$ cat src/rtl/alu_seq_hs_if.sv
// Operand/result bus of alu_seq_hs: request side (in_*, a, b, op) and response side (out_*, result, flags).
// Both sides use valid/ready: a transfer happens on a rising edge where valid && ready; valid must hold its payload until then.
interface alu_seq_hs_if #(
   parameter int WIDTH = 32
) ();
   logic             in_valid;
   logic             in_ready;
   logic [WIDTH-1:0] a;
   logic [WIDTH-1:0] b;
   logic [3:0]       op;
   logic             out_valid;
   logic             out_ready;
   logic [WIDTH-1:0] result;
   logic             carry;
   logic             zero;
   logic             sign;

   modport master (
      output in_valid, a, b, op, out_ready,
      input  in_ready, out_valid, result, carry, zero, sign
   );

   modport slave (
      input  in_valid, a, b, op, out_ready,
      output in_ready, out_valid, result, carry, zero, sign
   );
endinterface

$ cat src/rtl/alu_seq_hs.sv
// Registered ALU with valid/ready handshake and iterative shifts (one bit per cycle).
// Define ALU_FAST_SHIFT_EN to replace the iterative shifter with a single-cycle barrel shifter.
module alu_seq_hs #(
   parameter int WIDTH = 32,
   parameter int SHW   = $clog2(WIDTH)
) (
   input  logic        clk,
   input  logic        rst_n,
   alu_seq_hs_if.slave bus,
   output logic [1:0]  state_dbg
);

   typedef enum logic [1:0] {IDLE = 2'd0, SHIFT = 2'd1, HOLD = 2'd2} state_t;

   state_t           state_q, state_d;
   logic [WIDTH-1:0] result_q, result_d;
   logic             carry_q, carry_d;
   logic [SHW-1:0]   cnt_q, cnt_d;
   logic [1:0]       kind_q, kind_d;
   logic             in_ready;
   logic             accept;
   logic [SHW-1:0]   amt;

   assign amt      = bus.b[SHW-1:0];
   assign in_ready = (state_q == IDLE) || ((state_q == HOLD) && bus.out_ready);
   assign accept   = bus.in_valid && in_ready;

`ifdef ALU_FAST_SHIFT_EN
   // One guard bit on the far side of each shift catches the last bit shifted out.
   logic [WIDTH:0] sll_ext, srl_ext, sra_ext;
   assign sll_ext = {1'b0, bus.a} << amt;
   assign srl_ext = {bus.a, 1'b0} >> amt;
   assign sra_ext = $unsigned($signed({bus.a, 1'b0}) >>> amt);
`endif

   always_comb begin
      state_d  = state_q;
      result_d = result_q;
      carry_d  = carry_q;
      cnt_d    = cnt_q;
      kind_d   = kind_q;

      case (state_q)
         SHIFT: begin
            case (kind_q)
               2'b01: begin
                  carry_d  = result_q[WIDTH-1];
                  result_d = {result_q[WIDTH-2:0], 1'b0};
               end
               2'b10: begin
                  carry_d  = result_q[0];
                  result_d = {1'b0, result_q[WIDTH-1:1]};
               end
               default: begin
                  carry_d  = result_q[0];
                  result_d = {result_q[WIDTH-1], result_q[WIDTH-1:1]};
               end
            endcase
            cnt_d = cnt_q - SHW'(1);
            if (cnt_q == SHW'(1)) state_d = HOLD;
         end
         HOLD: begin
            if (bus.out_ready && !bus.in_valid) state_d = IDLE;
         end
         default: ;
      endcase

      // Accept is only possible from IDLE or a draining HOLD, so it never collides with SHIFT.
      if (accept) begin
         state_d = HOLD;
         carry_d = 1'b0;
         case (bus.op)
            4'd0: {carry_d, result_d} = {1'b0, bus.a} + {1'b0, bus.b};
            4'd1: {carry_d, result_d} = {1'b0, bus.a} + {1'b0, ~bus.b} + {{WIDTH{1'b0}}, 1'b1};
            4'd2: result_d = bus.a & bus.b;
            4'd3: result_d = bus.a | bus.b;
            4'd4: result_d = bus.a ^ bus.b;
`ifdef ALU_FAST_SHIFT_EN
            4'd5: {carry_d, result_d} = sll_ext;
            4'd6: {result_d, carry_d} = srl_ext;
            4'd7: {result_d, carry_d} = sra_ext;
`else
            4'd5, 4'd6, 4'd7: begin
               result_d = bus.a;
               if (amt != '0) begin
                  state_d = SHIFT;
                  cnt_d   = amt;
                  kind_d  = bus.op[1:0];
               end
            end
`endif
            default: result_d = '0;
         endcase
      end
   end

   always_ff @(posedge clk or negedge rst_n) begin
      if (!rst_n) begin
         state_q  <= IDLE;
         result_q <= '0;
         carry_q  <= 1'b0;
         cnt_q    <= '0;
         kind_q   <= '0;
      end else begin
         state_q  <= state_d;
         result_q <= result_d;
         carry_q  <= carry_d;
         cnt_q    <= cnt_d;
         kind_q   <= kind_d;
      end
   end

   assign bus.in_ready  = in_ready;
   assign bus.out_valid = (state_q == HOLD);
   assign bus.result    = result_q;
   assign bus.carry     = carry_q;
   assign bus.zero      = (result_q == '0);
   assign bus.sign      = result_q[WIDTH-1];
   assign state_dbg     = state_q;

endmodule
$ cat src/flat_wrapper.sv
// flat-port wrapper written by rule: the top's interface ports become plain ports
module alu_seq_hs_flat 
#(
   parameter int WIDTH = 32,
   parameter int SHW   = $clog2(WIDTH)
)
  (clk, rst_n, state_dbg, bus_in_valid, bus_a, bus_b, bus_op, bus_out_ready, bus_in_ready, bus_out_valid, bus_result, bus_carry, bus_zero, bus_sign);
  alu_seq_hs_if #(.WIDTH(WIDTH)) bus_i ();
  input  logic clk;
  input  logic rst_n;
  output logic [1:0] state_dbg;
  input wire logic [$bits(bus_i.in_valid)-1:0] bus_in_valid;
  input wire logic [$bits(bus_i.a)-1:0] bus_a;
  input wire logic [$bits(bus_i.b)-1:0] bus_b;
  input wire logic [$bits(bus_i.op)-1:0] bus_op;
  input wire logic [$bits(bus_i.out_ready)-1:0] bus_out_ready;
  output wire logic [$bits(bus_i.in_ready)-1:0] bus_in_ready;
  output wire logic [$bits(bus_i.out_valid)-1:0] bus_out_valid;
  output wire logic [$bits(bus_i.result)-1:0] bus_result;
  output wire logic [$bits(bus_i.carry)-1:0] bus_carry;
  output wire logic [$bits(bus_i.zero)-1:0] bus_zero;
  output wire logic [$bits(bus_i.sign)-1:0] bus_sign;
  assign bus_i.in_valid = bus_in_valid;
  assign bus_i.a = bus_a;
  assign bus_i.b = bus_b;
  assign bus_i.op = bus_op;
  assign bus_i.out_ready = bus_out_ready;
  assign bus_in_ready = bus_i.in_ready;
  assign bus_out_valid = bus_i.out_valid;
  assign bus_result = bus_i.result;
  assign bus_carry = bus_i.carry;
  assign bus_zero = bus_i.zero;
  assign bus_sign = bus_i.sign;
  alu_seq_hs #(.WIDTH(WIDTH), .SHW(SHW)) u_core (.clk(clk), .rst_n(rst_n), .bus(bus_i), .state_dbg(state_dbg));
endmodule
$ cat config.mk
export PLATFORM = sky130hd
export DESIGN_NAME = alu_seq_hs_flat
export DESIGN_NICKNAME = d
export VERILOG_FILES = /design/src/rtl/alu_seq_hs_if.sv /design/src/rtl/alu_seq_hs.sv /design/src/flat_wrapper.sv
export SDC_FILE = /design/constraint.sdc
export NUM_CORES = 1
export LEC_CHECK = 0
export CAP_MARGIN = 20
export CORE_ASPECT_RATIO = 0.9
export CORE_MARGIN = 2
export CORE_UTILIZATION = 30
export CTS_CLUSTER_SIZE = 28
export DETAILED_ROUTE_END_ITERATION = 8
export HOLD_SLACK_MARGIN = 0.02
export PLACE_DENSITY = 0.52
export SLEW_MARGIN = 20
export SYNTH_ARGS = -nofsm -noshare
export SYNTH_HDL_FRONTEND = slang
export SYNTH_SLANG_ARGS = --single-unit
$ cat constraint.sdc
create_clock -name clk -period 2.94 [get_ports clk]
set_input_delay 0.882 -clock clk [delete_from_list [all_inputs] [get_ports clk]]
set_output_delay 0.882 -clock clk [all_outputs]
set_load 0.005 [all_outputs]
==> results of run 1 <==
power by group through the flow:
stage	clock network [W]	registers [W]	logic, W
finish	0.000587	0.00122	0.00440
CTS	0.000598	0.00119	0.00419
floorplan	0	0.00114	0.00178
detailed placement	0	0.00120	0.00377
global placement	0	0.00120	0.00375
global route	0.000613	0.00125	0.00471
cell usage after synthesis (all sizes together), types with 3 or more instances:
| cell type | number |
|---|---|
| clkbuf | 53 |
| or2 | 6 |
| a21o | 13 |
| nand2 | 66 |
| and2 | 7 |
| or3 | 10 |
| nand3 | 13 |
| o221a | 3 |
| nand2b | 11 |
| a311oi | 4 |
| o21a | 17 |
| a221o | 15 |
| o221ai | 8 |
| ha | 112 |
| a221oi | 50 |
| xnor2 | 9 |
| dfrtp | 42 |
| nor4 | 18 |
| o2111ai | 5 |
| o211a | 3 |
| nor2 | 108 |
| o22a | 8 |
| o31ai | 9 |
| a2111oi | 6 |
| a211oi | 23 |
| a21oi | 91 |
| nor3 | 32 |
| a211o | 7 |
| o21bai | 8 |
| o22ai | 14 |
| nand4 | 5 |
| o21ai | 77 |
| inv | 106 |
| o211ai | 18 |
| a31oi | 10 |
| nor2b | 11 |
| or4 | 3 |
| buf | 18 |
| a22oi | 10 |
| and3 | 8 |
cell families after synthesis:
group,count (synthesis),share of synthesized area
AO/OA/AOI/OAI,426,0.381
buffers and inverters,179,0.0979
multiplexers,3,0.00413
flip-flops,42,0.133
adder cells (fa/ha/maj),114,0.183
AND/OR/NAND/NOR,307,0.189
XOR/XNOR,10,0.0111
final cells by class:
cell class	instances	area share
inverters	107	0.0304
flip-flops and latches	42	0.0731
multi-input cells	860	0.530
clock inverters	3	0.00148
clock buffers	5	0.00870
repair buffers	551	0.326
well taps	348	0.0303
layer usage:
metal	vias to the layer above	GRT usage	wire [µm]
met5	-	0	0
met1	5137	0.392	17900
met4	0	0.0714	841
met2	457	0.427	17100
li1	5002	-	-
met3	60	0.0279	2630
cells in the final DEF, fill, tap and decap left out, drive strengths merged, types with 32 or more instances in the layout:
| cell type | instances |
|---|---|
| ha | 112 |
| a221oi | 50 |
| nand2 | 66 |
| dfrtp | 42 |
| o21ai | 77 |
| inv | 105 |
| buf | 478 |
| a21oi | 91 |
| nor2 | 108 |
| nor3 | 32 |
| clkdlybuf4s50 | 55 |
registers in the layout, indices dropped and copies added, names as in the netlist:
| signal | flops |
|---|---|
| u_core.state_dbg | 2 |
| u_core.kind_q | 2 |
| u_core.cnt_q | 5 |
| u_core.bus.result | 32 |
| u_core.bus.carry | 1 |
final timing paths:
kind	startpoint	endpoint	slack, ns	cells past startpoint
worst max-delay path	bus_b[1]	u_core.bus.result[30]$_DFFE_PN0P_	-0.40	12
worst min-delay path	rst_n	u_core.bus.result[0]$_DFFE_PN0P_	0.54	1
worst max register to register	u_core.state_dbg[0]$_DFFE_PN0P_	u_core.bus.result[30]$_DFFE_PN0P_	0.33	10
worst min register to register	u_core.state_dbg[0]$_DFFE_PN0P_	u_core.state_dbg[0]$_DFFE_PN0P_	0.58	1
max in group asynchronous	rst_n	u_core.bus.result[17]$_DFFE_PN0P_	1.82	2
min in group clk	u_core.state_dbg[0]$_DFFE_PN0P_	u_core.state_dbg[0]$_DFFE_PN0P_	0.58	1
metrics by stage:
stage                     hold slack [ns]  TNS [ns]  utilization  std cells  cell area [µm²]
after floorplan                     0.522     -4.12            -       1081             8100
after global placement              0.534    -30.29        0.467       1832            12100
after detailed placement            0.567    -30.51        0.467       1832            12100
after CTS                           0.554     -3.61        0.539       1900            14000
after global routing                0.576     -6.63        0.555       1916            14400
final                               0.543     -4.16        0.555       1916            14400
critical path, stage by stage:
cell,delay (ns)
buf_8,0.08
clkinvlp_4,0.11
fa_2,0.44
nor2b_4,0.15
o21ai_4,0.07
a21oi_2,0.19
o211ai_1,0.19
a211oi_4,0.33
nor4_4,0.08
or3_4,0.40
a221o_1,0.34
a221oi_2,0.26
what timing repair did:
item                       in CTS  in global routing
resized for setup             483                 97
setup endpoints to repair      31                 33
setup buffers                  67                 19
pin swaps                     173                 90
==> metrics, run 1 <==
Worst IR Drop VDD=0.284 mV; Tcrit/Tclk final=1.13; sequential-to-total area share from yosys stat=0.133; syn_nets=1267; die area=27600 µm²; clock power share=0.095; sequential cell area=1050 µm²; Sequential Power Share=0.197; dpl hpwl=28800 µm; TritonCTS Buffers=5; Syn Inst Count=1081; fraction of layout cells with a size suffix above 1=0.494; gr ovfl total=0; Post-synth EDFFs=0; WS Path Type=input pin to register; Core ar.=25900 µm²; die width=175 µm; synthesized area=7880 µm²; clock sink count=42; IO Count=111; Final Worst Setup Slack=-0.396 ns; switching share of power=0.460; ANT cells=0; CTS tree=built; most used flip-flop cell after synthesis=dfrtp_1; required time of the worst setup path=3.14 ns; H-tree depth=2; clock-pin slew on the worst setup and hold paths=0.07 ns; Slew Limit Fails=0; DRT Wirelength=38400 µm; final setup vio count=23; Critical Path Start Type=input pin; DR pass1 iterations=5; area grow syn2layout=82.5%; vias in the first global route=10500; Pint=0.00335 W; gr usage total=0.271; failing checks=negative setup slack; # rows=56; die height=158 µm; RSZ-0062 raised after global routing=yes; pin count of the biggest net entering global routing=35; Synth area leader=ha_1; synthesized flop and latch total=42; f_max=300 MHz; worst slew pin tran=0.644 ns; net switching power figure=0.00286 W; First DRT Iteration DRCs=859; DR vias=10700; Final Hold Viols=0; CTS root buffer=clkbuf_16; first-pass GRT wire length=59100 µm; relative slew slack=0.570; global placement routability congestion=0.958; routed len/inst=20.1 µm; DRC=0; Hold Crit Class=input pin to async pin; syn avg cell area=7.29 µm²; Pwr per Cell Area=432 nW/µm²; YS warnings=0; outcome=finished with violations; clock latency on the worst-skew pair=0.29 ns; vias per inst=5.56; Power Total=0.00621 W; endpoint arrival time on the critical path=3.54 ns; Lkg Pwr=6.34 nW; Antenna Nets Post-Route=0; Post-synth ARST share=1.00; starting density of the core=0.304; Filler Cell Count=2406; min Tclk post-route=3.34 ns; Port Buffers=110; pre-CTS setup slack=-1.32 ns; ranking of synthesized cells by area=ha_1, dfrtp_1, a21oi_1; Worst Skew=0.00781 ns; combinational power share=0.709; initial antenna violation count=0; area of the multi-input gates=7620 µm²; Nets=1753; Max FO, Critical Path=3; Clock Path Buffers=2; Synth cell types=90; # Max-Cap Violations=0; CP endpoint kind=register; Yosys top cell area share=0.178; hold buffer count at cts=0
Power figures use the tool's default switching activity.
==> inputs of run 2 (changes only) <==
- CORE_UTILIZATION: 30 -> 40
- PLACE_DENSITY: 0.52 -> 0.65
==> run 2 against run 1 <==
Net effect: the flow still finishes with violations (negative setup slack); design area is 2.9% lower; utilization is 17 points higher; sequential share of layout area is 0.22 points higher; combinational power is 2% lower; global-route usage is 8.4 points higher; critical path depth is 4 higher; non-clock buffer count is 21 lower; count of clock-buffer cells in the layout is 1 higher; wire length is 1.1% higher; die area is 24% lower; critical endpoint is now u_core.bus.carry$_DFFE_PN0P_; largest cell class unchanged.
==> metrics, run 2 (synthesis gave the netlist of run 1 again) <==
Power Total=0.00612 W; gr busiest metal=met2; CTS root buffer=clkbuf_16; Pint=0.00326 W; DRT Wirelength=38900 µm; net switching power figure=0.00286 W; most frequent cells in the layout=buf_4, nor2_1, ha_1; gr usage total=0.355; Tcrit/Tclk final=1.14; Cell Count Post-Placement=1724; Sequential Power Share=0.201; Max FO, Critical Path=4; WP depth=16; CP max stage cell=fa_2; area grow syn2layout=77.1%; gr ovfl total=0; Final Hold Viols=0; First DRT Iteration DRCs=1398; reg2reg path depth=12; Final Instance Area=14000 µm²; Critical Path, Cell by Cell=buf_8 -> buf_6 -> ha_4 -> inv_2 -> fa_2 -> nor2b_4 -> o311ai_4 -> buf_6 -> a2111o_1 -> o211a_4 -> buf_6 -> nor4_4 -> nor3_4 -> o21a_1 -> o32ai_2 -> a211o_1; endpoint arrival time on the critical path=3.54 ns; outcome=finished with violations; # rows=48; Clock Path Buffers=2; first-pass GRT wire length=59500 µm; vias per inst=6.22; pin count of the biggest net entering global routing=35; switching share of power=0.468; DR vias=11200; R2R Path Start=u_core.state_dbg[0]$_DFFE_PN0P_; clock latency on the worst-skew pair=0.30 ns; grt met1 use=0.497; CP endpoint kind=register; Crit path buffers/inverters=5; TritonCTS Buffers=5; failing checks=negative setup slack; combinational power share=0.706; H-tree depth=2; total placed instance area=11900 µm²; DRC=0; CTS tree=built; Port Buffers=110; final setup vio count=25; max reg flops=32; required time of the worst setup path=3.13 ns; Crit path max-delay family=compound AO/OA/AOI/OAI gates; Worst IR Drop VDD=0.237 mV; Pwr per Cell Area=438 nW/µm²; clock power share=0.092; Final Worst Setup Slack=-0.415 ns; die width=152 µm; f_max=298 MHz; die height=137 µm; WS Path Type=input pin to register; relative slew slack=0.528; Lkg Pwr=6.17 nW; Antenna Nets Post-Route=0; GR met2 Demand/Resource=0.558; Slew Limit Fails=0; cell mode on critical path=buf_6; min Tclk post-route=3.35 ns; crit path launch=bus_b[0]; global placement routability congestion=1.05; DR pass1 iterations=6; initial antenna violation count=0; fraction of layout cells with a size suffix above 1=0.471; clock sink count=42; IO Count=111; routed len/inst=21.6 µm; dpl hpwl=27400 µm; # Max-Cap Violations=0; hold path start=u_core.state_dbg[0]$_DFFE_PN0P_; crit-path max cell delay=0.33 ns; starting density of the core=0.409; Filler Cell Count=1470; Critical Path Start Type=input pin; Worst Skew=0.00860 ns; worst slew pin tran=0.690 ns; Hold Crit Class=register to register; RSZ-0062 raised after global routing=yes; clock-pin slew on the worst setup and hold paths=0.07 ns; ANT cells=0; Hold Path Depth=1; GR met3 Demand/Resource=0.0642; die area=20800 µm²; commonest non-fill, non-tap cell in the layout=buf_4; vias in the first global route=10800; Nets=1732; Finished Layout Cells=1796; Core ar.=19300 µm²
-- run 2: cell count changes in the layout (fill, tap and decap cells not counted), sizes merged --
cell,delta
clkdlybuf4s50,+1
clkbuf,-1
clkdlybuf4s15,+6
buf,-36
dlymetal6s2s,-1
clkinv,-2
dlygate4sd2,+11
clkinvlp,+1
inv,-1
-- run 2: final cells by class --
type	count	area [µm²]	area share
Multi-Input combinational cell	860	7590	0.544
Inverter	107	427	0.0306
Timing Repair Buffer	530	4450	0.318
Sequential cell	42	1050	0.0753
Clock inverter	1	7.51	0.000538
Clock buffer	6	129	0.00923
Tap cell	250	313	0.0224
-- run 2: through the flow --
step                      hold slack, ns  utilization  setup TNS (ns)  setup slack (ns)
after floorplan                    0.522            -           -4.12            -0.435
after global placement             0.528        0.616          -28.16             -1.22
after detailed placement           0.554        0.616          -30.19             -1.26
after CTS                          0.570        0.700           -5.00            -0.410
after global routing               0.605        0.724           -7.74            -0.496
final                              0.571        0.724           -5.93            -0.415
-- run 2: power by group through the flow --
stage | clock [W] | sequential [W] | combinational [W]
6_report | 0.000566 | 0.00123 | 0.00432
5_1_grt | 0.000582 | 0.00125 | 0.00459
4_1_cts | 0.000560 | 0.00120 | 0.00403
3_5_place_dp | 0 | 0.00120 | 0.00367
3_3_place_gp | 0 | 0.00120 | 0.00363
2_1_floorplan | 0 | 0.00114 | 0.00178
-- run 2: repair_timing --
item,CTS,global route
setup buffers,55,22
setup endpoints to repair,31,32
pin swaps,140,111
hold buffers,0,0
gates resized for setup,402,102
-- run 2: layer usage --
layer	up-vias	share of wire
met5	-	0
met4	0	0.035
met3	130	0.11
met2	790	0.43
met1	5290	0.42
li1	4958	-
-- run 2: worst paths after layout --
kind	to	slack, ns
worst max register to register	u_core.bus.result[13]$_DFFE_PN0P_	0.22
max in group asynchronous	u_core.bus.result[24]$_DFFE_PN0P_	1.73
worst min-delay path	u_core.state_dbg[0]$_DFFE_PN0P_	0.57
worst max-delay path	u_core.bus.carry$_DFFE_PN0P_	-0.41
min in group asynchronous	u_core.cnt_q[4]$_DFF_PN0_	0.59
worst min register to register	u_core.state_dbg[0]$_DFFE_PN0P_	0.57
